## src/rtl/pe_mac_pipe.sv

```systemverilog
// ---------------------------------------------------------------------------
// pe_mac_pipe: three-stage fixed-point multiply-accumulate processing element
// with a 2**ADDR_W entry accumulator bank and a drain-then-clear sequencer.
//
//   S1 : latched operands (act, w, addr)
//   S2 : product = (act * w) >>> FRAC_W, reduced to DATA_W bits
//   S3 : sum = product + accumulator operand (forwarded from S3 when the
//        S3 address matches the S2 address); written to acc on next edge
//
// Ports
//   clk, rst_n           : clock (rising edge), async active-low reset
//   in_valid / in_ready  : operand handshake (in_ready low only while clearing)
//   in_act, in_w         : signed DATA_W operands, FRAC_W fractional bits
//   in_addr              : target accumulator address
//   acc_clear            : pulse, drains the pipeline then zeroes all entries
//   rd_en, rd_addr       : accumulator read request
//   rd_data              : registered read data (pre-edge value, no forwarding)
//   busy                 : any stage valid or clear sequence in progress
//
// Build option
//   PE_MAC_SAT_EN : when defined, the product and the sum saturate to the
//                   DATA_W signed range; otherwise they wrap (truncate).
// ---------------------------------------------------------------------------
module pe_mac_pipe #(
  parameter int DATA_W = 16,
  parameter int FRAC_W = 8,
  parameter int ADDR_W = 6
) (
  input  logic              clk,
  input  logic              rst_n,
  input  logic              in_valid,
  output logic              in_ready,
  input  logic [DATA_W-1:0] in_act,
  input  logic [DATA_W-1:0] in_w,
  input  logic [ADDR_W-1:0] in_addr,
  input  logic              acc_clear,
  input  logic              rd_en,
  input  logic [ADDR_W-1:0] rd_addr,
  output logic [DATA_W-1:0] rd_data,
  output logic              busy
);

  localparam int DEPTH  = 2**ADDR_W;
  localparam int PROD_W = 2*DATA_W;

  typedef enum logic [1:0] {
    ST_IDLE  = 2'd0,
    ST_DRAIN = 2'd1,
    ST_CLEAR = 2'd2
  } state_t;

`ifdef PE_MAC_SAT_EN
  // Shifted product fits DATA_W only if all bits above the DATA_W sign bit
  // agree with it.
  function automatic logic [DATA_W-1:0] sat_prod(input logic signed [PROD_W-1:0] v);
    if (v[PROD_W-1:DATA_W-1] == {(PROD_W-DATA_W+1){v[PROD_W-1]}}) begin
      return v[DATA_W-1:0];
    end else if (v[PROD_W-1]) begin
      return {1'b1, {(DATA_W-1){1'b0}}};
    end else begin
      return {1'b0, {(DATA_W-1){1'b1}}};
    end
  endfunction

  // One guard bit is enough for a DATA_W + DATA_W signed sum.
  function automatic logic [DATA_W-1:0] sat_sum(input logic signed [DATA_W:0] v);
    if (v[DATA_W] == v[DATA_W-1]) begin
      return v[DATA_W-1:0];
    end else if (v[DATA_W]) begin
      return {1'b1, {(DATA_W-1){1'b0}}};
    end else begin
      return {1'b0, {(DATA_W-1){1'b1}}};
    end
  endfunction
`endif

  // Pipeline stages
  logic                     r_s1_valid, r_s2_valid, r_s3_valid;
  logic        [DATA_W-1:0] r_s1_act, r_s1_w;
  logic        [ADDR_W-1:0] r_s1_addr, r_s2_addr, r_s3_addr;
  logic        [DATA_W-1:0] r_s2_prod, r_s3_sum;

  // Sequencer and storage
  state_t                   r_state;
  logic                     r_in_ready;
  logic        [ADDR_W-1:0] r_clr_cnt;
  logic        [DATA_W-1:0] r_acc [DEPTH];
  logic        [DATA_W-1:0] r_rd_data;

  // Datapath wires
  logic                     w_accept;
  logic signed [PROD_W-1:0] w_act_ext, w_w_ext, w_prod_full, w_prod_shift;
  logic        [DATA_W-1:0] w_prod, w_operand, w_sum;
  logic                     w_fwd;

  assign w_accept = in_valid && r_in_ready;

  // Explicit sign extension keeps the multiply at full PROD_W precision.
  assign w_act_ext    = {{DATA_W{r_s1_act[DATA_W-1]}}, r_s1_act};
  assign w_w_ext      = {{DATA_W{r_s1_w[DATA_W-1]}}, r_s1_w};
  assign w_prod_full  = w_act_ext * w_w_ext;
  assign w_prod_shift = w_prod_full >>> FRAC_W;

  // The sum in S3 is not yet in acc, so a matching address must use it.
  assign w_fwd     = r_s3_valid && (r_s3_addr == r_s2_addr);
  assign w_operand = w_fwd ? r_s3_sum : r_acc[r_s2_addr];

`ifdef PE_MAC_SAT_EN
  logic signed [DATA_W:0] w_sum_wide;
  assign w_prod     = sat_prod(w_prod_shift);
  assign w_sum_wide = {r_s2_prod[DATA_W-1], r_s2_prod} + {w_operand[DATA_W-1], w_operand};
  assign w_sum      = sat_sum(w_sum_wide);
`else
  assign w_prod = DATA_W'(w_prod_shift);
  assign w_sum  = r_s2_prod + w_operand;
`endif

  assign in_ready = r_in_ready;
  assign rd_data  = r_rd_data;
  assign busy     = r_s1_valid | r_s2_valid | r_s3_valid | (r_state != ST_IDLE);

  // Three-stage MAC pipeline; stages advance every cycle without stalling.
  always_ff @(posedge clk or negedge rst_n) begin
    if (!rst_n) begin
      r_s1_valid <= 1'b0;
      r_s2_valid <= 1'b0;
      r_s3_valid <= 1'b0;
      r_s1_act   <= {DATA_W{1'b0}};
      r_s1_w     <= {DATA_W{1'b0}};
      r_s1_addr  <= {ADDR_W{1'b0}};
      r_s2_addr  <= {ADDR_W{1'b0}};
      r_s3_addr  <= {ADDR_W{1'b0}};
      r_s2_prod  <= {DATA_W{1'b0}};
      r_s3_sum   <= {DATA_W{1'b0}};
    end else begin
      r_s1_valid <= w_accept;
      if (w_accept) begin
        r_s1_act  <= in_act;
        r_s1_w    <= in_w;
        r_s1_addr <= in_addr;
      end
      r_s2_valid <= r_s1_valid;
      r_s2_prod  <= w_prod;
      r_s2_addr  <= r_s1_addr;
      r_s3_valid <= r_s2_valid;
      r_s3_sum   <= w_sum;
      r_s3_addr  <= r_s2_addr;
    end
  end

  // Clear sequencer: wait for the pipeline to empty, then sweep all entries.
  always_ff @(posedge clk or negedge rst_n) begin
    if (!rst_n) begin
      r_state    <= ST_IDLE;
      r_in_ready <= 1'b1;
      r_clr_cnt  <= {ADDR_W{1'b0}};
    end else begin
      case (r_state)
        ST_IDLE: begin
          if (acc_clear) begin
            r_state    <= ST_DRAIN;
            r_in_ready <= 1'b0;
          end
        end
        ST_DRAIN: begin
          if (!r_s1_valid && !r_s2_valid && !r_s3_valid) begin
            r_state   <= ST_CLEAR;
            r_clr_cnt <= {ADDR_W{1'b0}};
          end
        end
        ST_CLEAR: begin
          r_clr_cnt <= r_clr_cnt + {{(ADDR_W-1){1'b0}}, 1'b1};
          if (r_clr_cnt == {ADDR_W{1'b1}}) begin
            r_state    <= ST_IDLE;
            r_in_ready <= 1'b1;
          end
        end
        default: begin
          r_state    <= ST_IDLE;
          r_in_ready <= 1'b1;
        end
      endcase
    end
  end

  // Accumulator bank: clear sweep and S3 write-back never coincide because
  // the sweep only starts once the pipeline is empty.
  always_ff @(posedge clk or negedge rst_n) begin
    if (!rst_n) begin
      for (int i = 0; i < DEPTH; i++) begin
        r_acc[i] <= {DATA_W{1'b0}};
      end
    end else if (r_state == ST_CLEAR) begin
      r_acc[r_clr_cnt] <= {DATA_W{1'b0}};
    end else if (r_s3_valid) begin
      r_acc[r_s3_addr] <= r_s3_sum;
    end
  end

  // Read port: returns the stored (pre-edge) value, holds when idle.
  always_ff @(posedge clk or negedge rst_n) begin
    if (!rst_n) begin
      r_rd_data <= {DATA_W{1'b0}};
    end else if (rd_en) begin
      r_rd_data <= r_acc[rd_addr];
    end
  end

endmodule

```

## config.mk

```make
export PLATFORM = sky130hd
export DESIGN_NAME = pe_mac_pipe
export DESIGN_NICKNAME = d
export VERILOG_FILES = /design/src/rtl/pe_mac_pipe.sv
export SDC_FILE = /design/constraint.sdc
export NUM_CORES = 2
export LEC_CHECK = 0
export BUFFER_PORTS_ARGS = -buffer_cell sky130_fd_sc_hd__buf_2
export CAP_MARGIN = 25
export CELL_PAD_IN_SITES_DETAIL_PLACEMENT = 1
export CELL_PAD_IN_SITES_GLOBAL_PLACEMENT = 1
export CORE_UTILIZATION = 45
export CTS_CLUSTER_DIAMETER = 30
export DETAILED_ROUTE_END_ITERATION = 8
export PLACE_DENSITY = 0.67
export SLEW_MARGIN = 10
export SYNTH_ARGS = -nofsm -noshare
export SYNTH_HDL_FRONTEND = slang
export SYNTH_SLANG_ARGS = --single-unit
```

## constraint.sdc

```tcl
create_clock -name clk -period 6.45 [get_ports clk]
set_clock_uncertainty 0.05 [all_clocks]
set_input_delay 0.3225 -clock clk [delete_from_list [all_inputs] [get_ports clk]]
set_output_delay 0.3225 -clock clk [all_outputs]
set_load 0.05 [all_outputs]
```

After elaboration in Yosys (flattened, before gate mapping):

Cells that the tools add are included.

* bits in registers: 1134
* output and inout port bits: 18

* $add $sub $neg: 2
* multiply operators: 1
* order comparisons: 6
* equality and inequality tests: 7
* muxes and demuxes: 23
* bitwise logic cells: 10
* reduce and logical (&&, ||, !) cells: 16

Operators by type and width (number)
* two-way mux 1024 bit: 2
* AND 1024 bit: 1
* bitwise mux 1024 bit: 1
* NOT 1024 bit: 1
* binary-select mux 16 bit (select 6 bit): 2
* demux 16 bit (select 6 bit): 2
* two-way mux 16 bit: 7
* greater-or-equal comparator 7 bit (second input constant): 4
* NOT 6 -> 7 bit: 4
* multiplier 16 x 16 -> 24 bit: 1
* adder 16 bit: 1
* < comparator 7 x 1 -> 1 bit (second input constant): 2
* one-hot mux 6 bit (2 select lines): 1
* adder 6 x 1 -> 6 bit (second input constant): 1
* == test 6 bit: 1
* == test 6 bit (second input constant): 1
* logical AND 1 bit: 6
* two-way mux 2 bit: 3
* two-way mux 6 bit: 1
* inequality test 2 bit (second input constant): 3
* one-hot mux 2 bit (3 select lines): 1
* AND reduction 3 bit: 2
* nonzero test 2 bit: 3
* logical NOT 1 bit: 3
* other kinds (8): 11

Depth between registers and ports, before layout:

* depth after elaboration: 8
* depth in mapped cells: 22
* depth with buffers taken out: 20

Worst setup path before layout:

No wires, ideal clock.

* path kind: reg2reg
* start: register r_s1_w[7]
* end: register r_s2_prod[15]
* library setup time: 80 ps
* data arrival time: 5592 ps
* required time: 6320 ps
* slack: 728 ps
* cell stages (with the launch flop): 21
* path buffers: 2
* cells stage by stage: dfrtp_1 clkbuf_1 clkbuf_1 nand2_1 fa_1 inv_1 fa_1 fa_1 fa_1 fa_1 inv_1 fa_1 inv_1 ha_1 a21oi_1 a21boi_0 a311oi_1 a211oi_1 o21a_1 a211oi_1 xnor2_1

* cells in the longest elaborated chain, start to end: 1

RTL lines
* start: declaration: RTL line 79 `logic [DATA_W-1:0] r_s1_act, r_s1_w;`
* start signal: assignment: RTL line 129 `r_s1_w <= {DATA_W{1'b0}};`
* start signal: assignment: RTL line 139 `r_s1_w <= in_w;`
* multiplier 16 x 16 -> 24 bit: RTL line 101 `assign w_prod_full = w_act_ext * w_w_ext;`
* net w_prod_full[23]: RTL line 92 `logic signed [PROD_W-1:0] w_act_ext, w_w_ext, w_prod_full, w_prod_shift;`
* end signal: assignment: RTL line 133 `r_s2_prod <= {DATA_W{1'b0}};`
* end signal: assignment: RTL line 143 `r_s2_prod <= w_prod;`
* end: declaration: RTL line 81 `logic [DATA_W-1:0] r_s2_prod, r_s3_sum;`

The timed path passes the listed nets, and every way through them passes these cells.
A chain may end at the register's enable or synchronous reset.

Final worst setup path:

* start: register r_s1_w[4]
* end: register r_s2_prod[15]

The elaborated chain is that of the path after synthesis.

==> flow_summary.json <==
{
  "status": "finished clean",
  "ys_seq_elements": 1134,
  "ios": 67,
  "ys.flop_type": "dfrtp_1",
  "drive_gt1_frac": 0.317,
  "setup.worst_path.end": "r_s2_prod[15]",
  "syn_avg_cell_area_um2": 14.3,
  "slew_violations": 0,
  "synth_edf_count": 0,
  "synthArstFlopShare": 1.00,
  "wl_mm": 254,
  "grt_max_degree": 158,
  "postCtsSetupBuffers": 0,
  "track_usage": 0.355,
  "powerDensity_mw_per_mm2": 288,
  "routedWlPerCell_um": 37.2,
  "mostFrequentLayoutCell": "dfrtp_1",
  "finalNetCount": 5037,
  "seq_area_mm2": 0.0284,
  "crit_fanout": 17,
  "dr.pass1.iters": 6,
  "die_h_um": 380,
  "reg2reg_from": "r_s1_w[4]",
  "p_leak_nw": 34.6,
  "setup_viol": 0,
  "clk_latency_ns": 0.93,
  "clk_pin_slew_ns": 0.05,
  "synth.distinct_cells": 54,
  "core_area_mm2": 0.142,
  "post-place-ws_ns": 0.106,
  "tightest_slew_ns": 1.16,
  "initial_utilization": 0.454,
  "drcViolationCount": 0,
  "rsz0062_at_grt": "yes",
  "ff2ff_setup_slack_ns": 0.31,
  "irDropWorstVdd_mv": 0.223,
  "die_area_mm2": 0.144,
  "mappedNetlistArea_mm2": 0.0643,
  "cp_data_arrival_time_ns": 6.88,
  "via_per_inst": 7.05,
  "period_share": 0.951,
  "reg2regPathDepth": 19,
  "r2r_end": "r_s2_prod[15]",
  "die_x_um": 380,
  "yosys_warnings": 0,
  "io_buffers": 66,
  "ant_nets": 0,
  "end_kind": "flip-flop",
  "yosysSeqAreaShare": 0.441,
  "min_path_type": "in2async",
  "clock_sinks": 1134,
  "crit_type": "reg2reg",
  "grt_pass1_wl_mm": 373,
  "fmax_mhz": 163,
  "slew_headroom": 0.227,
  "cts_tree": "yes",
  "ctsLongestPathBuffers": 4,
  "cts_root_buf": "clkbuf_16",
  "hpwlAfterDp_mm": 162,
  "vias": 48100,
  "grt_pass1_vias": 50100,
  "multi_input_area_mm2": 0.0331,
  "drtIter0Drc": 5936,
  "most-common-layout-cells": "1109 x dfrtp_1, 1026 x a22o_1, 664 x mux4_2",
  "place.gp.congestion": 0.932,
  "worst_slack_ns": 0.315,
  "setup.worst_path.start": "r_s1_w[4]",
  "drv_cap": 0,
  "htree_num_levels": 5,
  "hold_viol_final": 0,
  "tns_ns": 0,
  "netlist_instances": 4508,
  "cp.required_ns": 7.20,
  "nFillCells": 13300,
  "start_kind": "flip-flop",
  "period_minus_slack_ns": 6.14,
  "syn2layout_area_growth_pct": 20.7,
  "cts_buffers": 295,
  "synthesis.nets": 4830,
  "antenna_found_initial": 28,
  "overflow": 0,
  "fp-row-count": 138
}
power breakdown:
group / switching (mW) / internal (mW) / leakage, nW
clock: 4.64 / 10.2 / 4.77
sequential: 0 / 7.14 / 15.8
combinational: 0.297 / 0.128 / 14.0
per-layer routing:
layer	wire, µm	track usage	up-vias
li1	-	-	18100
met1	97500	0.484	26200
met2	114000	0.524	3202
met3	28900	0.106	640
met4	13200	0.167	24
met5	174	0	-
layout make-up:
class | count | area share
repair buffers | 363 | 0.0385
inverters | 251 | 0.0122
diodes | 6 | 0.000193
clock buffers | 378 | 0.105
well taps | 1890 | 0.0305
multi-input cells | 2670 | 0.426
flip-flops and latches | 1134 | 0.366
clock inverters | 133 | 0.0215
through the flow:
stage / total power, mW / utilization / cells / hold slack (ns) / area, µm²
final: 22.4 / 0.548 / 6825 / 0.0153 / 77600
after global routing: 22.8 / 0.548 / 6820 / 0.0673 / 77600
after CTS: 22.4 / 0.548 / 6818 / 0.0189 / 77600
after detailed placement: 7.66 / 0.476 / 6267 / 0.316 / 67300
after global placement: 7.65 / 0.475 / 6266 / 0.311 / 67300
after floorplan: 7.42 / - / 4508 / -0.0231 / 64300
logic make-up after synthesis:
group	synth area share
simple gates	0.0326
buf+inv	0.0451
flops	0.441
compound gates	0.154
mux	0.245
fa+ha+maj	0.0749
xor+xnor	0.00708
sequential cells by signal, summed over array words and instances, names as in the netlist, 16 cells and up:
signal / cells
rd_data: 16
r_s3_sum: 16
r_acc: 1024
r_s2_prod: 16
r_s1_w: 16
r_s1_act: 16
worst min-delay path by stage:
stage | from | to | slack [ns] | cells after the start
after floorplan | rst_n | r_acc[0] | -0.02 | 0
after global placement | r_s1_addr[2] | r_s2_addr[2] | 0.31 | 0
after detailed placement | r_s1_addr[2] | r_s2_addr[2] | 0.32 | 0
after CTS | rst_n | r_acc[865] | 0.02 | 2
after global routing | rst_n | r_acc[865] | 0.07 | 2
final | rst_n | r_acc[865] | 0.02 | 2
worst max-delay path, stage by stage, from the launching register on:
cell and delay (ns):
dfrtp_1 0.58, and2_1 0.29, fa_1 0.54, inv_1 0.05, fa_1 0.46, fa_1 0.51, inv_1 0.05, fa_1 0.50
fa_1 0.50, inv_1 0.05, fa_1 0.47, inv_1 0.05, ha_1 0.33, a21oi_1 0.21, a21boi_0 0.14, nor4_1 0.38
a211oi_2 0.18, o21a_1 0.27, a211oi_1 0.27, xnor2_1 0.15
cell usage after synthesis (all sizes together) (3+ instances only):
library cell / n / share of area
dfrtp: 1133 / 0.44
a22o: 1026 / 0.14
mux4: 664 / 0.23
clkbuf: 359 / 0.021
inv: 250 / 0.015
fa: 187 / 0.058
nand2: 142 / 0.0083
and2: 112 / 0.011
nor2: 103 / 0.0060
buf: 94 / 0.0095
a21oi: 87 / 0.0068
ha: 86 / 0.017
mux2: 69 / 0.012
xnor2: 38 / 0.0052
o21ai: 15 / 0.0012
xor2: 14 / 0.0019
nand2b: 12 / 0.0012
nand3: 11 / 0.00086
o21a: 11 / 0.0013
nor3: 8 / 0.00062
and3: 7 / 0.00068
nor2b: 7 / 0.00068
nor4: 7 / 0.00078
o31ai: 6 / 0.00070
a211oi: 5 / 0.00058
a21o: 5 / 0.00058
mux2i: 5 / 0.00078
a31oi: 4 / 0.00039
nand4: 4 / 0.00039
nor3b: 4 / 0.00047
nand3b: 3 / 0.00035
or3b: 3 / 0.00041
timing repair:
| action | 4_1_cts | 5_1_grt |
|---|---|---|
| endpoints found under the setup margin | 0 | 3 |
| hold endpoints to repair | 113 | 0 |
| gates resized for setup | 0 | 6 |
| hold buffers | 40 | 0 |
Note: power is estimated with default switching activity, not from simulation.
